## src/rtl/branch_issue_ctrl.sv

```systemverilog
// branch_issue_ctrl: reservation station and sequencer for the single branch unit.
// Branches wait here until both operand tags are ready. One ready branch is issued
// at a time, and the unit's result request is held until the CDB arbiter grants it.
// Optional build macro BR_AGE_SELECT_EN: when defined, the oldest ready entry
// relative to rob_head is selected. When undefined, the lowest-index ready entry
// is selected and rob_head is unused.
module branch_issue_ctrl #(
    parameter int RS_SIZE = 4,
    parameter int ROB_LEN = 5,
    parameter int PRF_LEN = 6
) (
    input  logic               clock,
    input  logic               reset,
    input  logic               squash,
    input  logic               alloc_valid,
    output logic               alloc_ready,
    input  logic [ROB_LEN-1:0] alloc_rob_idx,
    input  logic [PRF_LEN-1:0] alloc_src1_preg,
    input  logic               alloc_src1_rdy,
    input  logic [PRF_LEN-1:0] alloc_src2_preg,
    input  logic               alloc_src2_rdy,
    input  logic               cdb_valid,
    input  logic [PRF_LEN-1:0] cdb_preg,
    input  logic [ROB_LEN-1:0] rob_head,
    output logic               issue_valid,
    output logic [ROB_LEN-1:0] issue_rob_idx,
    output logic [PRF_LEN-1:0] issue_src1_preg,
    output logic [PRF_LEN-1:0] issue_src2_preg,
    output logic               br_result_req,
    output logic [ROB_LEN-1:0] br_result_rob_idx,
    input  logic               cdb_grant
);

    localparam int IDX_W = $clog2(RS_SIZE);

    typedef enum logic [1:0] {IDLE, EXEC, RESULT} state_t;

    state_t               state_q, state_d;
    logic [ROB_LEN-1:0]   resRob_q, resRob_d;
    logic [RS_SIZE-1:0]   valid_q, valid_d;
    logic [RS_SIZE-1:0]   src1Rdy_q, src1Rdy_d;
    logic [RS_SIZE-1:0]   src2Rdy_q, src2Rdy_d;
    logic [ROB_LEN-1:0]   robIdx_q [RS_SIZE];
    logic [ROB_LEN-1:0]   robIdx_d [RS_SIZE];
    logic [PRF_LEN-1:0]   src1Tag_q [RS_SIZE];
    logic [PRF_LEN-1:0]   src1Tag_d [RS_SIZE];
    logic [PRF_LEN-1:0]   src2Tag_q [RS_SIZE];
    logic [PRF_LEN-1:0]   src2Tag_d [RS_SIZE];

    logic [RS_SIZE-1:0]   cand;
    logic                 freeFound;
    logic [IDX_W-1:0]     freeIdx;
    logic                 selFound;
    logic [IDX_W-1:0]     selIdx;
    logic                 issueFire;

    assign cand        = valid_q & src1Rdy_q & src2Rdy_q;
    assign alloc_ready = ~(&valid_q);

    // Lowest-index free slot receives the next dispatched branch.
    always_comb begin
        freeFound = 1'b0;
        freeIdx   = '0;
        for (int i = RS_SIZE - 1; i >= 0; i--) begin
            if (!valid_q[i]) begin
                freeFound = 1'b1;
                freeIdx   = IDX_W'(i);
            end
        end
    end

`ifdef BR_AGE_SELECT_EN
    logic [ROB_LEN-1:0] age [RS_SIZE];
    logic [ROB_LEN-1:0] bestAge;

    // Oldest ready entry wins; age is the ROB distance from the current head.
    always_comb begin
        selFound = 1'b0;
        selIdx   = '0;
        bestAge  = '0;
        for (int i = 0; i < RS_SIZE; i++) begin
            age[i] = robIdx_q[i] - rob_head;
            if (cand[i] && (!selFound || (age[i] < bestAge))) begin
                selFound = 1'b1;
                selIdx   = IDX_W'(i);
                bestAge  = age[i];
            end
        end
    end
`else
    logic unusedRobHead;
    assign unusedRobHead = ^rob_head;

    // Lowest-index ready entry wins; no age comparison is needed.
    always_comb begin
        selFound = 1'b0;
        selIdx   = '0;
        for (int i = RS_SIZE - 1; i >= 0; i--) begin
            if (cand[i]) begin
                selFound = 1'b1;
                selIdx   = IDX_W'(i);
            end
        end
    end
`endif

    assign issueFire = !squash && selFound &&
                       ((state_q == IDLE) || ((state_q == RESULT) && cdb_grant));

    assign issue_valid       = issueFire;
    assign issue_rob_idx     = issueFire ? robIdx_q[selIdx]  : '0;
    assign issue_src1_preg   = issueFire ? src1Tag_q[selIdx] : '0;
    assign issue_src2_preg   = issueFire ? src2Tag_q[selIdx] : '0;
    assign br_result_req     = (state_q == RESULT);
    assign br_result_rob_idx = resRob_q;

    // Entry update: squash flush, CDB wakeup, release of the issued entry, allocation.
    always_comb begin
        valid_d   = valid_q;
        src1Rdy_d = src1Rdy_q;
        src2Rdy_d = src2Rdy_q;
        robIdx_d  = robIdx_q;
        src1Tag_d = src1Tag_q;
        src2Tag_d = src2Tag_q;
        if (squash) begin
            valid_d = '0;
        end else begin
            for (int i = 0; i < RS_SIZE; i++) begin
                if (valid_q[i] && cdb_valid && (src1Tag_q[i] == cdb_preg)) begin
                    src1Rdy_d[i] = 1'b1;
                end
                if (valid_q[i] && cdb_valid && (src2Tag_q[i] == cdb_preg)) begin
                    src2Rdy_d[i] = 1'b1;
                end
                if (issueFire && (selIdx == IDX_W'(i))) begin
                    valid_d[i] = 1'b0;
                end
            end
            if (alloc_valid && freeFound) begin
                valid_d[freeIdx]   = 1'b1;
                robIdx_d[freeIdx]  = alloc_rob_idx;
                src1Tag_d[freeIdx] = alloc_src1_preg;
                src2Tag_d[freeIdx] = alloc_src2_preg;
                src1Rdy_d[freeIdx] = alloc_src1_rdy || (cdb_valid && (cdb_preg == alloc_src1_preg));
                src2Rdy_d[freeIdx] = alloc_src2_rdy || (cdb_valid && (cdb_preg == alloc_src2_preg));
            end
        end
    end

    // Branch unit sequencing: issue, one execute cycle, then hold the request until granted.
    always_comb begin
        state_d  = state_q;
        resRob_d = resRob_q;
        case (state_q)
            IDLE:    if (issueFire) state_d = EXEC;
            EXEC:    state_d = RESULT;
            RESULT:  if (cdb_grant) state_d = issueFire ? EXEC : IDLE;
            default: state_d = IDLE;
        endcase
        if (issueFire) begin
            resRob_d = robIdx_q[selIdx];
        end
        if (squash) begin
            state_d = IDLE;
        end
    end

    // State registers with synchronous reset.
    always_ff @(posedge clock) begin
        if (reset) begin
            state_q   <= IDLE;
            resRob_q  <= '0;
            valid_q   <= '0;
            src1Rdy_q <= '0;
            src2Rdy_q <= '0;
            for (int i = 0; i < RS_SIZE; i++) begin
                robIdx_q[i]  <= '0;
                src1Tag_q[i] <= '0;
                src2Tag_q[i] <= '0;
            end
        end else begin
            state_q   <= state_d;
            resRob_q  <= resRob_d;
            valid_q   <= valid_d;
            src1Rdy_q <= src1Rdy_d;
            src2Rdy_q <= src2Rdy_d;
            robIdx_q  <= robIdx_d;
            src1Tag_q <= src1Tag_d;
            src2Tag_q <= src2Tag_d;
        end
    end

endmodule

```

## config.mk

```make
export PLATFORM = sky130hd
export DESIGN_NAME = branch_issue_ctrl
export DESIGN_NICKNAME = d
export VERILOG_FILES = /design/src/rtl/branch_issue_ctrl.sv
export SDC_FILE = /design/constraint.sdc
export NUM_CORES = 1
export LEC_CHECK = 0
export ABC_CLOCK_PERIOD_IN_PS = 1600
export CORE_AREA = 3 3 100 102
export DETAILED_ROUTE_END_ITERATION = 7
export DIE_AREA = 0 0 103 105
export DONT_BUFFER_PORTS = 1
export PLACE_DENSITY = 0.68
export RECOVER_POWER = 25
export SYNTH_ARGS = -nofsm -noshare
export SYNTH_HDL_FRONTEND = slang
export SYNTH_SLANG_ARGS = --single-unit
```

## constraint.sdc

```tcl
create_clock -name clock -period 1.6 [get_ports clock]
set_input_delay 0.16 -clock clock [delete_from_list [all_inputs] [get_ports clock]]
set_output_delay 0.16 -clock clock [all_outputs]
set_load 0.01 [all_outputs]
```

==> impl_metrics.py <==
metrics = {
    "outcome": {
        "status": "finished, violations left",
        "violations": "hold timing, setup timing",
    },
    "worst_setup_path": {
        "reg2reg_setup_slack_ps": -10,
        "r2r.worst_path.cells": 7,
        "arrival_ps": 1800,
        "start_kind": "flip-flop",
        "cp-end-kind": "output pin",
        "cp_max_fo": 7,
        "critical_path_class": "flip-flop to output pin",
        "worst_r2r_endpoint": "src1Tag_q[1]",
        "critPathRequiredTime_ps": 1440,
        "rr_startpoint": "valid_q[2]",
    },
    "route": {
        "wl_met2_um": 7350,
        "wl_met1_um": 6350,
        "vias": 4695,
        "vias_per_cell": 6.32,
        "wl_per_cell_um": 21.5,
        "drtIter0Drc": 384,
        "highest-signal-layer": "met4",
        "firstDrtPassIters": 5,
        "ant_nets": 0,
        "met3RoutedLength_um": 1660,
        "drc": 0,
        "wirelength_um": 16000,
    },
    "timing": {
        "timing.fmax_ghz": 0.509,
        "slew_headroom": 0.660,
        "setup_viol": 19,
        "whs_ps": -152,
        "fin_crit_sh": 1.23,
        "rsz0062_at_grt": "yes",
        "tightestPinTransition_ps": 510,
        "hold_viol_final": 82,
        "fin_tns_setup_ps": -5580,
        "timing.final.ws_setup_ps": -365,
        "period_minus_slack_ps": 1960,
        "fin_worst_skew_ps": 11.3,
        "report.final.slew_viol_count": 0,
    },
    "clocking": {
        "holdBufCountCts": 2,
        "cts_inserted_buffers": 9,
        "cts-root-buf": "clkbuf_8",
        "cts_tree": "yes",
        "clock-sinks": 87,
        "clk_pin_slew_worst_paths_ps": 100,
        "cts_buffer_depth": 2,
        "clock_latency_ps": 370,
        "h-tree-depth": 3,
    },
    "hold_path": {
        "min-delay-start": "reset",
        "hold_class": "input port to flip-flop",
        "whs_path_depth": 1,
        "worstHoldEndpoint": "br_result_rob_idx[4]",
    },
    "layout": {
        "diodes": 0,
        "final_area_um2": 5840,
        "fin_nets": 663,
        "drive_gt1_frac": 0.269,
        "layout.cells.non_filler": 743,
        "post-route-util": 0.635,
        "synthToLayoutAreaGrowth_pct": 27.1,
    },
    "synthesis": {
        "ys_ff_latch": 87,
        "yosys.area.top_type_share": 0.379,
        "syn-num-nets": 618,
        "synth_top_cell_by_area": "dfxtp_1",
        "synthTopCellsByArea": "dfxtp_1 (38%), nand2_1 (9.9%), a21oi_1 (9.4%)",
        "syn_area_um2": 4600,
        "ys_types": 44,
        "ys.flop_type": "dfxtp_1",
        "avgSynthCellArea_um2": 7.90,
        "synthArstFlopShare": 0,
        "ys_seq_area_frac": 0.379,
        "postSynthCellCount": 582,
        "yosysWarnings": 0,
        "synth_edf_count": 0,
    },
    "global_routing": {
        "grt_pass1_vias": 4328,
        "track_usage": 0.284,
        "grt_max_degree": 84,
        "grt_overflow": 0,
        "grt_pass1_wl_um": 23700,
        "grt_antenna_before_repair": 0,
    },
    "floorplanning": {
        "dieWidth_um": 103,
        "row_count": 35,
        "pin_count": 61,
        "die-area_um2": 10800,
        "initial_core_util": 0.500,
        "core_area_um2": 9200,
        "die_y_um": 105,
    },
    "placed_design": {
        "gp_congestion": 0.948,
        "placed_cell_area_um2": 5130,
        "dp_cells": 711,
        "hpwl_um": 10400,
        "port_buffers": 0,
    },
    "power_and_ir_drop": {
        "leakage_nw": 2.04,
        "p_per_area_nw_per_um2": 733,
        "ir_drop_mv": 0.461,
    },
    "run": {
        "drv_cap": 0,
    },
}
## per-stage QoR
step | setup slack [ps] | power, W
after floorplan | 21.6 | 0.00250
after global placement | -28.5 | 0.00251
after detailed placement | -32.0 | 0.00252
after CTS | -351 | 0.00428
after global routing | -437 | 0.00440
final | -365 | 0.00428
## layout make-up
type,count,area [µm²]
fill,771,3360
multi-input combinational,447,2920
inverter,1,8.76
timing repair buffer,81,781
tap,111,139
clock inverter,7,101
sequential,87,1760
clock buffer,9,124
## state kept, by name, summed over array words and instances, names as in the netlist
name               flops
br_result_rob_idx      5
src2Rdy_q              4
state_q                2
robIdx_q              20
src2Tag_q             24
src1Rdy_q              4
src1Tag_q             24
valid_q                4
## metal layers
metal | global-route usage | up-vias
li1 | - | 2124
met1 | 0.389 | 2247
met2 | 0.439 | 270
met3 | 0.0741 | 54
met4 | 0.0805 | 0
met5 | 0 | -
## what timing repair did
action	4_1_cts	5_1_grt
endpoints found under the setup margin	35	50
cloned	1	1
resized for setup	52	49
pin swaps	7	19
setup buffers	6	8
hold endpoints to repair	84	82
## worst max-delay path, cell delays in order (launching register included)
cell and delay (ps):
dfxtp_2 350, and3_4 190, buf_12 140, buf_4 140, nor3_4 160, buf_6 150
a22oi_2 80, a21oi_2 220
## report_power, final
| group | switching, W | total (W) | internal, W |
|---|---|---|---|
| clock network | 0.000897 | 0.00180 | 0.000899 |
| registers | 0.0000381 | 0.00223 | 0.00219 |
| logic | 0.000133 | 0.000256 | 0.000123 |
## logic make-up after synthesis
logic type,after synthesis,share of synthesized area
compound gates,145,0.192
flops,87,0.379
xor+xnor,60,0.114
buf+inv,48,0.0506
mux,19,0.0416
simple gates,223,0.223
## cell usage in the layout, fill, tap and decap left out, types with 14 or more instances in the layout
cell type,count
dfxtp_1,76
mux2i_1,15
a21o_1,15
a21oi_1,66
nand4_1,15
nor2_1,23
a21oi_2,20
xnor2_1,15
xor2_1,45
nand2_1,114
nand3_1,14
buf_4,52
buf_6,14
## cells in the mapped netlist (2+ instances only)
cell	n
a21o_1	15
a31oi_1	3
or2_2	2
a22oi_1	5
xnor2_1	15
buf_6	2
and3_1	4
nor4_1	8
clkbuf_1	19
a311oi_1	5
xor2_1	45
or3_1	2
and4_1	5
mux2i_1	18
o2bb2ai_1	4
nand3b_1	4
o21ai_0	8
dfxtp_1	87
nor2_1	25
buf_2	24
and2_1	2
nor2b_1	2
a21oi_1	86
nand2b_1	2
nand3_1	20
buf_4	2
a211oi_1	10
nand4_1	15
nand2_1	121
nor3_1	8
## how the worst max path moves through the flow
| stage | cells after the start | slack [ps] | end | start |
|---|---|---|---|---|
| after floorplan | 7 | 20 | issue_src1_preg[1] | valid_q[1] |
| after global placement | 7 | -30 | issue_rob_idx[3] | src1Rdy_q[1] |
| after detailed placement | 6 | -30 | issue_src2_preg[0] | valid_q[3] |
| after CTS | 6 | -350 | issue_rob_idx[3] | valid_q[2] |
| after global routing | 7 | -440 | issue_src2_preg[5] | src1Rdy_q[1] |
| final | 7 | -360 | issue_src2_preg[5] | src1Rdy_q[1] |
Power figures use the tool's default switching activity.
